===== config.mk =====
export PLATFORM = sky130hd
export DESIGN_NAME = mat_cache_reader_flat
export DESIGN_NICKNAME = d
export VERILOG_FILES = /design/src/rtl/mat_cache_reader_pkg.sv /design/src/rtl/mat_cache_reader_if.sv /design/src/rtl/mat_vec_out_reg.sv /design/src/rtl/mat_cache_reader.sv /design/src/flat_wrapper.sv
export SDC_FILE = /design/constraint.sdc
export NUM_CORES = 1
export LEC_CHECK = 0
export BUFFER_PORTS_ARGS = -buffer_cell sky130_fd_sc_hd__buf_2
export CAP_MARGIN = 20
export CORE_MARGIN = 4
export CORE_UTILIZATION = 29
export DETAILED_ROUTE_END_ITERATION = 6
export GPL_TIMING_DRIVEN = 1
export PLACE_DENSITY_LB_ADDON = 0.25
export SLEW_MARGIN = 20
export SYNTH_ARGS = -nofsm -noshare
export SYNTH_HDL_FRONTEND = slang
export SYNTH_SLANG_ARGS = --single-unit

===== constraint.sdc =====
create_clock -name clock -period 3.99 [get_ports clock]
set_input_delay 0 -clock clock [delete_from_list [all_inputs] [get_ports clock]]
set_output_delay 0 -clock clock [all_outputs]
set_load 0.01 [all_outputs]

===== src/rtl/mat_cache_reader_pkg.sv =====
// Shared matrix-cache types.
//   MatDataReadOp_t  : cache read mode (row / column / diagonal)
//   MatReaderState_t : drain sequencer state, exported for debug
//   mat_word_t       : one vector element, IEEE-754 single-precision bit pattern
package mat_cache_reader_pkg;

    typedef enum logic [1:0] {
        MAT_DATA_READ_ROW  = 2'd0,
        MAT_DATA_READ_COL  = 2'd1,
        MAT_DATA_READ_DIAG = 2'd2
    } MatDataReadOp_t;

    typedef enum logic {
        MAT_READER_IDLE   = 1'b0,
        MAT_READER_STREAM = 1'b1
    } MatReaderState_t;

    localparam int MAT_WORD_BITS = 32;

    // Elements are carried as raw float32 bit patterns; nothing here does
    // arithmetic on them, so bit-exact transport is all that matters.
    typedef logic [MAT_WORD_BITS-1:0] mat_word_t;

endpackage


===== src/rtl/mat_cache_reader_if.sv =====
// Vector beat stream from the cache reader to its consumer.
//   out_data  : WIDTH float32 elements, element 0 in the low word
//   out_index : beat index (the read_param the beat was fetched with)
//   out_last  : set on the final beat of a drain
//   out_valid : producer has a beat
//   out_ready : consumer accepts the beat
// Handshake: a beat transfers on a rising clock edge where out_valid and
// out_ready are both high. Once raised, out_valid stays high with a stable
// payload until that transfer happens; ready may toggle freely.
interface mat_cache_reader_if #(
    parameter int WIDTH = 4
) ();
    import mat_cache_reader_pkg::*;

    localparam int IW = $clog2(WIDTH);

    logic [WIDTH-1:0][MAT_WORD_BITS-1:0] out_data;
    logic [IW-1:0]                       out_index;
    logic                                out_last;
    logic                                out_valid;
    logic                                out_ready;

    modport master (
        output out_data, out_index, out_last, out_valid,
        input  out_ready
    );

    modport slave (
        input  out_data, out_index, out_last, out_valid,
        output out_ready
    );

endinterface


===== src/rtl/mat_vec_out_reg.sv =====
// WIDTH-wide vector payload register with valid/ready hold logic.
//   clock, reset : rising-edge clock, async active-high reset
//   load_i       : capture data_i/index_i/last_i and raise valid
//   ready_i      : consumer ready; drops valid when nothing new is loaded
//   data_o/index_o/last_o/valid_o : registered beat
// The producer must only assert load_i when !valid_o || ready_i, so a
// pending beat is never overwritten before it has been taken.
module mat_vec_out_reg
    import mat_cache_reader_pkg::*;
#(
    parameter int WIDTH = 4,
    parameter int IW    = $clog2(WIDTH)
) (
    input  logic                                clock,
    input  logic                                reset,
    input  logic                                load_i,
    input  logic [WIDTH-1:0][MAT_WORD_BITS-1:0] data_i,
    input  logic [IW-1:0]                       index_i,
    input  logic                                last_i,
    input  logic                                ready_i,
    output logic [WIDTH-1:0][MAT_WORD_BITS-1:0] data_o,
    output logic [IW-1:0]                       index_o,
    output logic                                last_o,
    output logic                                valid_o
);

    logic [WIDTH-1:0][MAT_WORD_BITS-1:0] data_q;
    logic [IW-1:0]                       index_q;
    logic                                last_q;
    logic                                valid_q;

    always_ff @(posedge clock or posedge reset) begin
        if (reset) begin
            data_q  <= '0;
            index_q <= '0;
            last_q  <= 1'b0;
            valid_q <= 1'b0;
        end else if (load_i) begin
            data_q  <= data_i;
            index_q <= index_i;
            last_q  <= last_i;
            valid_q <= 1'b1;
        end else if (valid_q && ready_i) begin
            // Beat taken with nothing behind it; payload keeps its last value.
            valid_q <= 1'b0;
        end
    end

    assign data_o  = data_q;
    assign index_o = index_q;
    assign last_o  = last_q;
    assign valid_o = valid_q;

endmodule


===== src/rtl/mat_cache_reader.sv =====
// Drain sequencer for one matrix-cache slot.
//   clock, reset                 : rising-edge clock, async active-high reset
//   start, start_op, start_addr* : drain request, taken only when !busy
//   read_op, read_addr*, read_param : cache read port (registered)
//   data_out                     : combinational cache read data
//   out_if                       : beat stream toward the consumer
//   busy                         : drain running or a beat still pending
//   dbg_state                    : current sequencer state
// A drain issues WIDTH reads with read_param 0..WIDTH-1. Each cache response
// is captured in the output register on the edge where the stage can take
// it, so under backpressure the counter (and so read_param) simply freezes.
module mat_cache_reader
    import mat_cache_reader_pkg::*;
#(
    parameter int WIDTH      = 4,
    parameter int CACHE_SIZE = 4
) (
    input  logic                                clock,
    input  logic                                reset,
    input  logic                                start,
    input  MatDataReadOp_t                      start_op,
    input  logic [$clog2(CACHE_SIZE)-1:0]       start_addr1,
    input  logic [$clog2(CACHE_SIZE)-1:0]       start_addr2,
    output MatDataReadOp_t                      read_op,
    output logic [$clog2(CACHE_SIZE)-1:0]       read_addr1,
    output logic [$clog2(CACHE_SIZE)-1:0]       read_addr2,
    output logic [$clog2(WIDTH)-1:0]            read_param,
    input  logic [WIDTH-1:0][MAT_WORD_BITS-1:0] data_out,
    mat_cache_reader_if.master                  out_if,
    output logic                                busy,
    output MatReaderState_t                     dbg_state
);

    localparam int IW = $clog2(WIDTH);
    localparam int AW = $clog2(CACHE_SIZE);
    localparam logic [IW-1:0] LAST_IDX = IW'(WIDTH - 1);

    MatReaderState_t state_q;
    MatDataReadOp_t  op_q;
    logic [AW-1:0]   addr1_q;
    logic [AW-1:0]   addr2_q;
    logic [IW-1:0]   cnt_q;

    logic                                valid;
    logic                                load;
    logic [WIDTH-1:0][MAT_WORD_BITS-1:0] beat_data;
    logic [IW-1:0]                       beat_index;
    logic                                beat_last;

    // The output stage can take a new beat when it is empty or its current
    // beat transfers on this same edge.
    assign load = (state_q == MAT_READER_STREAM) && (!valid || out_if.out_ready);
    assign busy = (state_q == MAT_READER_STREAM) || valid;

    always_ff @(posedge clock or posedge reset) begin
        if (reset) begin
            state_q <= MAT_READER_IDLE;
            op_q    <= MAT_DATA_READ_ROW;
            addr1_q <= '0;
            addr2_q <= '0;
            cnt_q   <= '0;
        end else begin
            case (state_q)
                MAT_READER_IDLE: begin
                    // In IDLE busy reflects a still-pending last beat.
                    if (start && !busy) begin
                        op_q    <= start_op;
                        addr1_q <= start_addr1;
                        addr2_q <= start_addr2;
                        cnt_q   <= '0;
                        state_q <= MAT_READER_STREAM;
                    end
                end
                MAT_READER_STREAM: begin
                    if (load) begin
                        if (cnt_q == LAST_IDX) begin
                            cnt_q   <= '0;
                            state_q <= MAT_READER_IDLE;
                        end else begin
                            cnt_q <= cnt_q + 1'b1;
                        end
                    end
                end
            endcase
        end
    end

    mat_vec_out_reg #(
        .WIDTH (WIDTH),
        .IW    (IW)
    ) u_out_reg (
        .clock   (clock),
        .reset   (reset),
        .load_i  (load),
        .data_i  (data_out),
        .index_i (cnt_q),
        .last_i  (cnt_q == LAST_IDX),
        .ready_i (out_if.out_ready),
        .data_o  (beat_data),
        .index_o (beat_index),
        .last_o  (beat_last),
        .valid_o (valid)
    );

    assign out_if.out_data  = beat_data;
    assign out_if.out_index = beat_index;
    assign out_if.out_last  = beat_last;
    assign out_if.out_valid = valid;

    assign read_op    = op_q;
    assign read_addr1 = addr1_q;
    assign read_addr2 = addr2_q;
    assign read_param = cnt_q;
    assign dbg_state  = state_q;

endmodule


===== src/flat_wrapper.sv =====
// flat-port wrapper written by rule: the top's interface ports become plain ports
module mat_cache_reader_flat import mat_cache_reader_pkg::*;
#(
    parameter int WIDTH      = 4,
    parameter int CACHE_SIZE = 4
)
  (clock, reset, start, start_op, start_addr1, start_addr2, read_op, read_addr1, read_addr2, read_param, data_out, busy, dbg_state, out_if_out_data, out_if_out_index, out_if_out_last, out_if_out_valid, out_if_out_ready);
  mat_cache_reader_if #(.WIDTH(WIDTH)) out_if_i ();
  input  logic clock;
  input  logic reset;
  input  logic start;
  input  MatDataReadOp_t start_op;
  input  logic [$clog2(CACHE_SIZE)-1:0] start_addr1;
  input  logic [$clog2(CACHE_SIZE)-1:0] start_addr2;
  output MatDataReadOp_t read_op;
  output logic [$clog2(CACHE_SIZE)-1:0] read_addr1;
  output logic [$clog2(CACHE_SIZE)-1:0] read_addr2;
  output logic [$clog2(WIDTH)-1:0] read_param;
  input  logic [WIDTH-1:0][MAT_WORD_BITS-1:0] data_out;
  output logic busy;
  output MatReaderState_t dbg_state;
  output wire logic [$bits(out_if_i.out_data)-1:0] out_if_out_data;
  output wire logic [$bits(out_if_i.out_index)-1:0] out_if_out_index;
  output wire logic [$bits(out_if_i.out_last)-1:0] out_if_out_last;
  output wire logic [$bits(out_if_i.out_valid)-1:0] out_if_out_valid;
  input wire logic [$bits(out_if_i.out_ready)-1:0] out_if_out_ready;
  assign out_if_out_data = out_if_i.out_data;
  assign out_if_out_index = out_if_i.out_index;
  assign out_if_out_last = out_if_i.out_last;
  assign out_if_out_valid = out_if_i.out_valid;
  assign out_if_i.out_ready = out_if_out_ready;
  mat_cache_reader #(.WIDTH(WIDTH), .CACHE_SIZE(CACHE_SIZE)) u_core (.clock(clock), .reset(reset), .start(start), .start_op(start_op), .start_addr1(start_addr1), .start_addr2(start_addr2), .read_op(read_op), .read_addr1(read_addr1), .read_addr2(read_addr2), .read_param(read_param), .data_out(data_out), .out_if(out_if_i), .busy(busy), .dbg_state(dbg_state));
endmodule

==> results of run 1 <==
[power by group]
part / switching (mW) / total, mW / internal (mW) / leakage (nW)
Clock: 0.625 / 1.55 / 0.921 / 0.273
Sequential: 0.413 / 2.59 / 2.18 / 1.65
Combinational: 1.37 / 3.26 / 1.88 / 2.70
[placed cells by master (no fill, tap or decap), drive strengths merged, types with 2 or more instances in the layout]
| cell type | synthesis | final |
|---|---|---|
| buf | 15 | 284 |
| clkinvlp | 0 | 3 |
| dfrtp | 141 | 141 |
| nor2 | 2 | 2 |
| inv | 3 | 6 |
| dlygate4sd3 | 0 | 138 |
| nand2 | 2 | 2 |
| nand2b | 2 | 2 |
| clkinv | 0 | 5 |
| bufinv | 0 | 2 |
| mux2 | 137 | 137 |
| clkbuf | 0 | 18 |
[path summary, 6_finish.rpt]
| path | endpoint | cells past startpoint |
|---|---|---|
| setup / recovery | u_core.read_param[1]$_DFFE_PP0P_ | 3 |
| hold / removal | u_core.u_out_reg.data_o[80]$_DFFE_PP0P_ | 3 |
| setup reg to reg | u_core.read_param[1]$_DFFE_PP0P_ | 3 |
| hold reg to reg | u_core.u_out_reg.data_o[67]$_DFFE_PP0P_ | 1 |
| max in group asynchronous | u_core.u_out_reg.data_o[97]$_DFFE_PP0P_ | 4 |
| min in group clock | u_core.u_out_reg.data_o[72]$_DFFE_PP0P_ | 3 |
[flip-flops by register name, indices dropped and copies added (netlist names)]
signal	cells
u_core.dbg_state	1
u_core.read_addr1	2
u_core.u_out_reg.index_o	2
u_core.read_addr2	2
u_core.read_op	2
u_core.u_out_reg.last_o	1
u_core.u_out_reg.data_o	128
u_core.read_param	2
u_core.u_out_reg.valid_o	1
[critical path: stages, from the launching register on]
cell and delay [ps]:
sky130_fd_sc_hd__dfrtp_1 510, sky130_fd_sc_hd__and2_4 760, sky130_fd_sc_hd__o221a_2 300, sky130_fd_sc_hd__dlygate4sd3_1 530
[metrics by stage]
step | std cells | utilization | total power, mW | instance area, µm²
finish | 1015 | 0.480 | 7.39 | 9330
global route | 1015 | 0.480 | 7.83 | 9330
CTS | 1015 | 0.480 | 7.50 | 9330
detailed placement | 846 | 0.379 | 5.77 | 7380
global placement | 846 | 0.379 | 5.68 | 7380
floorplan | 312 | - | 4.69 | 5740
[synth_stat cells]
cell / count
sky130_fd_sc_hd__dfrtp_1: 141
sky130_fd_sc_hd__nor2_4: 1
sky130_fd_sc_hd__a21o_1: 1
sky130_fd_sc_hd__ha_1: 1
sky130_fd_sc_hd__mux2i_1: 1
sky130_fd_sc_hd__a21boi_0: 1
sky130_fd_sc_hd__nand2b_1: 1
sky130_fd_sc_hd__nand2b_4: 1
sky130_fd_sc_hd__nand2_1: 2
sky130_fd_sc_hd__nor2_1: 1
sky130_fd_sc_hd__buf_6: 13
sky130_fd_sc_hd__o31ai_1: 1
sky130_fd_sc_hd__o221a_2: 1
sky130_fd_sc_hd__or2_2: 1
sky130_fd_sc_hd__nand3_1: 1
sky130_fd_sc_hd__mux2_4: 101
sky130_fd_sc_hd__mux2_2: 36
sky130_fd_sc_hd__o21ai_0: 1
sky130_fd_sc_hd__buf_2: 2
sky130_fd_sc_hd__inv_1: 3
sky130_fd_sc_hd__and2_4: 1
[metal layers]
layer  routed length, µm  vias up  part of all wire  global-route usage
li1                    -     1944                 -                   -
met1                6090     2082              0.39               0.154
met2                8120      174              0.52               0.248
met3                1120       32             0.071              0.0585
met4                 400        0             0.025              0.0531
met5                   0        -                 0                   0
[cells by family after synthesis]
logic type / synth area share
multiplexers: 0.336
flip-flops: 0.615
AO/OA/AOI/OAI: 0.00676
adder cells (fa/ha/maj): 0.00218
buffers and inverters: 0.0292
AND/OR/NAND/NOR: 0.0109
[area by class of cell]
type	instances	area (µm²)
clock buffer	18	429
sequential	141	3530
tap	265	332
multi-input combinational	153	2050
inverter	3	16.3
fill	1696	10100
timing repair buffer	422	2840
clock inverter	13	141
==> reports/results.md, run 1 <==
| Stage | Quantity | This run |
|---|---|---|
| pwr | Total power density per cell area | 792 nW/µm² |
| floorplanning | Die Span Y | 149 µm |
| global routing | Maximum number of pins on one net before global-route repair | 104 |
| routing | DRT Pass-1 Iters | 4 |
| layout | Area Overhead vs Synth | 62.5% |
| flow run | Reported max-cap violation count | 0 |
| clocking | Clock-pin transition on the worst setup and hold timing paths | 60 ps |
| floorplanning | Std cell rows | 51 |
| yosys | Sequential-to-total area share from yosys stat | 0.615 |
| global routing | Final global-route overflow total | 0 |
| setup path | Critical path launch point | u_core.dbg_state$_DFF_PP0_ |
| clocking | Cells resized by post-CTS repair | 0 |
| setup path | Largest fanout on the critical path | 47 |
| clocking | Max clock buf depth | 2 |
| setup path | Setup slack, reg-to-reg | 1820 ps |
| layout | Post-layout nets | 877 |
| yosys | Number of register bits inferred by synthesis | 141 |
| setup path | Endpoint kind of the worst setup timing path | flip-flop |
| clocking | Clock tree from TritonCTS | built |
| floorplanning | Num ports | 280 |
| sta | Total count of hold-check failures in the final report | 0 |
| pwr | Leak Pwr | 4.62 nW |
| routing | Violation count after the first detailed-routing iteration | 86 |
| sta | Final number of max-transition violations | 0 |
| layout | Antenna diodes | 0 |
| routing | DRC | 0 |
| clocking | Sinks on Clock Net | 141 |
| yosys | Post-synth top area cell | sky130_fd_sc_hd__dfrtp_1 |
| pwr | Peak supply drop | 0.000489 V |
| layout | Share of layout cells above drive strength 1 | 0.609 |
| global routing | Via count of the first global-routing pass | 4834 |
| sta | RSZ-0062 raised after global routing | false |
| sta | Setup tns final | 0 ps |
| routing | Drt via density | 4.17 |
| floorplanning | Initial cell density of the core | 0.295 |
| sta | Relative max-transition margin | 0.366 |
| setup path | Required time at the endpoint of the critical path | 4330 ps |
| floorplanning | Area of the die | 22100 µm² |
| placement | Final weighted congestion of routability-driven global placement | 0.734 |
| yosys | Synthesized area | 5740 µm² |
| clocking | Quantity of hold-fixing buffers added after cts | 138 |
| yosys | Cells after synthesis | 312 |
| yosys | Synthesized area per cell | 18.4 µm² |
| floorplanning | Width of the chip | 149 µm |
| setup path | Critical path launch point type | flip-flop |
| routing | Routed length per placed instance | 15.5 µm |
| clocking | Clock Latency Late Sink | 410 ps |
| yosys | Top cells by area, synth | sky130_fd_sc_hd__dfrtp_1 61%, sky130_fd_sc_hd__mux2_4 26%, sky130_fd_sc_hd__mux2_2 7.1%, sky130_fd_sc_hd__buf_6 2.5%, sky130_fd_sc_hd__nand2b_4 0.24% |
| clocking | Number of buffers created by CTS | 17 |
| run status | Run status | finished clean |
| clocking | Number of H-tree levels | 4 |
| sta | Share of the cycle needed by the critical path after routing | 0.543 |
| global routing | Global-route wire length before repair | 24800 µm |
| placement | Quantity of I/O buffers inserted on ports | 279 |
| global routing | Overall global routing resource usage | 0.142 |
| yosys | Number of nets produced by synthesis | 451 |
| sta | Total of endpoints with negative setup slack in the final report | 0 |
| sta | Fmax achieved | 462 MHz |
| placement | Place WS | 1780 ps |
| placement | DP Wirelength | 10000 µm |
| clocking | Post-CTS Setup Repair Bufs | 0 |
| setup path | Data arrival at the endpoint of the critical path | 2510 ps |
| clocking | Root buffer cell | sky130_fd_sc_hd__clkbuf_16 |
| setup path | Setup CP Type | flip-flop to flip-flop |
| routing | WL final | 15700 µm |
| sta | Slew @ Worst Pin | 952 ps |
| sta | Worst setup slack after layout | 1820 ps |
| sta | Worst Skew | 8.11 ps |
| hold path | HP Class | input port to asynchronous set/reset pin |
| routing | Routed vias | 4232 |
| setup path | Launch point of the worst reg-to-reg path | u_core.dbg_state$_DFF_PP0_ |
| sta | Final period demand of the worst path | 2170 ps |
| global routing | Initial antenna violation count | 0 |
| routing | Number of nets still failing antenna checks after routing | 0 |
| sta | Worst hold margin | 347 ps |
| yosys | Count of cell types in the netlist | 21 |
| yosys | Synth Warn # | 0 |
| floorplanning | Core Footprint | 19500 µm² |
| yosys | Fraction of post-synthesis cell area in the top cell type by area | 0.615 |
No activity file was read; power rests on OpenSTA's default activity.
==> run 2, diff against run 1 <==
clock period = 2.1 ns   (was 3.99 ns; I/O delays follow)
==> run 2 against run 1 <==
Compared with the run above:
- register-to-register slack worse by 1400 ps
- final cell count is 0.59% higher
- power is 93% higher
- first-iteration DRC count rose by 13%
- hold slack got worse by 60 ps
- largest cell class unchanged
- combinational power up 94%
- die area did not move
- critical path depth is the same
- sequential share of layout area down 0.49 points
- fmax rose by 27%
==> reports/results.md, run 2 (synthesized netlist as in run 1, its figures left out) <==
| Stage | Quantity | This run |
|---|---|---|
| layout | Final Instance Count excl. Fillers | 1021 |
| pwr | Leak Pwr | 4.69 nW |
| clocking | Quantity of hold-fixing buffers added after cts | 137 |
| sta | Share of the cycle needed by the critical path after routing | 0.815 |
| routing | WL final | 15800 µm |
| layout | Total non-filler cell area in the finished layout | 9450 µm² |
| clocking | Number of buffers created by CTS | 17 |
| sta | Setup tns final | 0 ps |
| routing | Number of nets still failing antenna checks after routing | 0 |
| floorplanning | Core Footprint | 19500 µm² |
| pwr | Total power density per cell area | 1510 nW/µm² |
| global routing | Via count of the first global-routing pass | 4890 |
| placement | DP Wirelength | 10400 µm |
| setup path | Data arrival at the endpoint of the critical path | 2000 ps |
| floorplanning | Std cell rows | 51 |
| setup path | Endpoint kind of the worst setup timing path | flip-flop |
| setup path | Required time at the endpoint of the critical path | 2390 ps |
| layout | Top library cells by usage in the layout, fill and taps aside | 279 x sky130_fd_sc_hd__buf_2, 141 x sky130_fd_sc_hd__dfrtp_1, 137 x sky130_fd_sc_hd__dlygate4sd3_1, 101 x sky130_fd_sc_hd__mux2_4, 36 x sky130_fd_sc_hd__mux2_2 |
| routing | Drt via density | 4.14 |
| layout | Antenna diodes | 0 |
| clocking | Clock Latency Late Sink | 400 ps |
| sta | Fmax achieved | 585 MHz |
| layout | Area Overhead vs Synth | 64.7% |
| flow run | Reported max-cap violation count | 0 |
| sta | Final number of max-transition violations | 0 |
| clocking | Cells resized by post-CTS repair | 0 |
| floorplanning | Width of the chip | 149 µm |
| floorplanning | Area of the die | 22100 µm² |
| global routing | Global-route wire length before repair | 25500 µm |
| placement | Number of cells after detailed placement | 855 |
| run status | Run status | finished clean |
| floorplanning | Num ports | 280 |
| sta | Slew @ Worst Pin | 389 ps |
| sta | Worst Skew | 5.15 ps |
| global routing | Final global-route overflow total | 0 |
| hold path | HP Class | input port to asynchronous set/reset pin |
| floorplanning | Initial cell density of the core | 0.295 |
| layout | Number of flip-flops under the largest register name | 128 |
| pwr | Peak supply drop | 0.000808 V |
| routing | Violation count after the first detailed-routing iteration | 97 |
| floorplanning | Die Span Y | 149 µm |
| routing | DRT Pass-1 Iters | 4 |
| sta | RSZ-0062 raised after global routing | false |
| clocking | Max clock buf depth | 2 |
| global routing | Maximum number of pins on one net before global-route repair | 73 |
| clocking | Root buffer cell | sky130_fd_sc_hd__clkbuf_16 |
| sta | Relative max-transition margin | 0.741 |
| sta | Total count of hold-check failures in the final report | 0 |
| routing | Routed length per placed instance | 15.5 µm |
| sta | Total of endpoints with negative setup slack in the final report | 0 |
| layout | Share of layout cells above drive strength 1 | 0.614 |
| layout | Filler cell count | 1668 |
| placement | Final weighted congestion of routability-driven global placement | 0.793 |
| clocking | Sinks on Clock Net | 141 |
| global routing | Initial antenna violation count | 0 |
| clocking | Post-CTS Setup Repair Bufs | 0 |
| layout | Post-layout nets | 885 |
| clocking | Clock-pin transition on the worst setup and hold timing paths | 60 ps |
| sta | Final period demand of the worst path | 1710 ps |
| placement | Quantity of I/O buffers inserted on ports | 279 |
| routing | Routed vias | 4229 |
| clocking | Clock tree from TritonCTS | built |
| placement | Area of placed instances | 7500 µm² |
| clocking | Number of H-tree levels | 4 |
| layout | Most common cell after layout, fill and taps aside | sky130_fd_sc_hd__buf_2 |
| setup path | Setup CP Type | flip-flop to flip-flop |
| routing | DRC | 0 |
| setup path | Critical path launch point type | flip-flop |
| setup path | Largest fanout on the critical path | 53 |
| global routing | Overall global routing resource usage | 0.144 |
==> run 2: cell count changes in the layout (fill, tap and decap cells not counted) <==
cell	delta
sky130_fd_sc_hd__clkinvlp_4	-1
sky130_fd_sc_hd__dlygate4sd3_1	-1
sky130_fd_sc_hd__bufinv_16	+1
sky130_fd_sc_hd__buf_12	+4
sky130_fd_sc_hd__clkbuf_8	+1
sky130_fd_sc_hd__inv_6	-3
sky130_fd_sc_hd__buf_4	+5
sky130_fd_sc_hd__clkinv_4	+1
sky130_fd_sc_hd__clkinv_2	-1
==> run 2: path summary, 6_finish.rpt <==
kind,from,endpoint,cells past startpoint,slack (ps)
min,reset,u_core.u_out_reg.data_o[114]$_DFFE_PP0P_,4,290
min in group clock,data_out[52],u_core.u_out_reg.data_o[52]$_DFFE_PP0P_,3,350
max,u_core.dbg_state$_DFF_PP0_,u_core.u_out_reg.data_o[105]$_DFFE_PP0P_,3,390
min reg2reg,u_core.read_op[0]$_DFFE_PP0P_,u_core.read_op[0]$_DFFE_PP0P_,1,500
max in group asynchronous,reset,u_core.u_out_reg.data_o[103]$_DFFE_PP0P_,4,1490
max reg2reg,u_core.dbg_state$_DFF_PP0_,u_core.u_out_reg.data_o[105]$_DFFE_PP0P_,3,390
==> run 2: stage by stage <==
| stage | util | power [mW] | hold WS (ps) | setup slack, ps |
|---|---|---|---|---|
| after floorplan | - | 8.92 | 148 | 337 |
| after global placement | 0.385 | 11.0 | 166 | 474 |
| after detailed placement | 0.385 | 11.1 | 175 | 395 |
| after CTS | 0.486 | 14.5 | 286 | 372 |
| after global routing | 0.486 | 15.1 | 319 | 318 |
| final | 0.486 | 14.3 | 287 | 389 |
==> run 2: worst max-delay path, stage by stage (launching register included) <==
cell and delay [ps]:
sky130_fd_sc_hd__dfrtp_1 500, sky130_fd_sc_hd__and2_4 320, sky130_fd_sc_hd__buf_12 310, sky130_fd_sc_hd__mux2_2 390
==> run 2: layer usage <==
metal  part of all wire  up-vias  global-route usage
met3              0.073       22              0.0454
met4              0.018        0              0.0531
met1               0.41     2070               0.171
met2               0.50      172               0.247
met5                  0        -                   0
li1                   -     1965                   -
==> run 2: power by group <==
| part | internal [mW] | total (mW) | switching, mW | leakage, nW |
|---|---|---|---|---|
| sequential | 4.14 | 4.96 | 0.823 | 1.65 |
| clock | 1.88 | 3.01 | 1.13 | 0.285 |
| combinational | 3.69 | 6.33 | 2.64 | 2.75 |
| total | 9.71 | 14.3 | 4.59 | 4.69 |
==> run 2: area by class of cell <==
class                      count  area [µm²]  area share
multi-input combinational    153        2050       0.216
timing repair buffer         430        2950       0.312
clock inverter                10         143      0.0151
sequential                   141        3530       0.373
tap                          265         332      0.0351
clock buffer                  19         443      0.0469
inverter                       3        15.0     0.00159
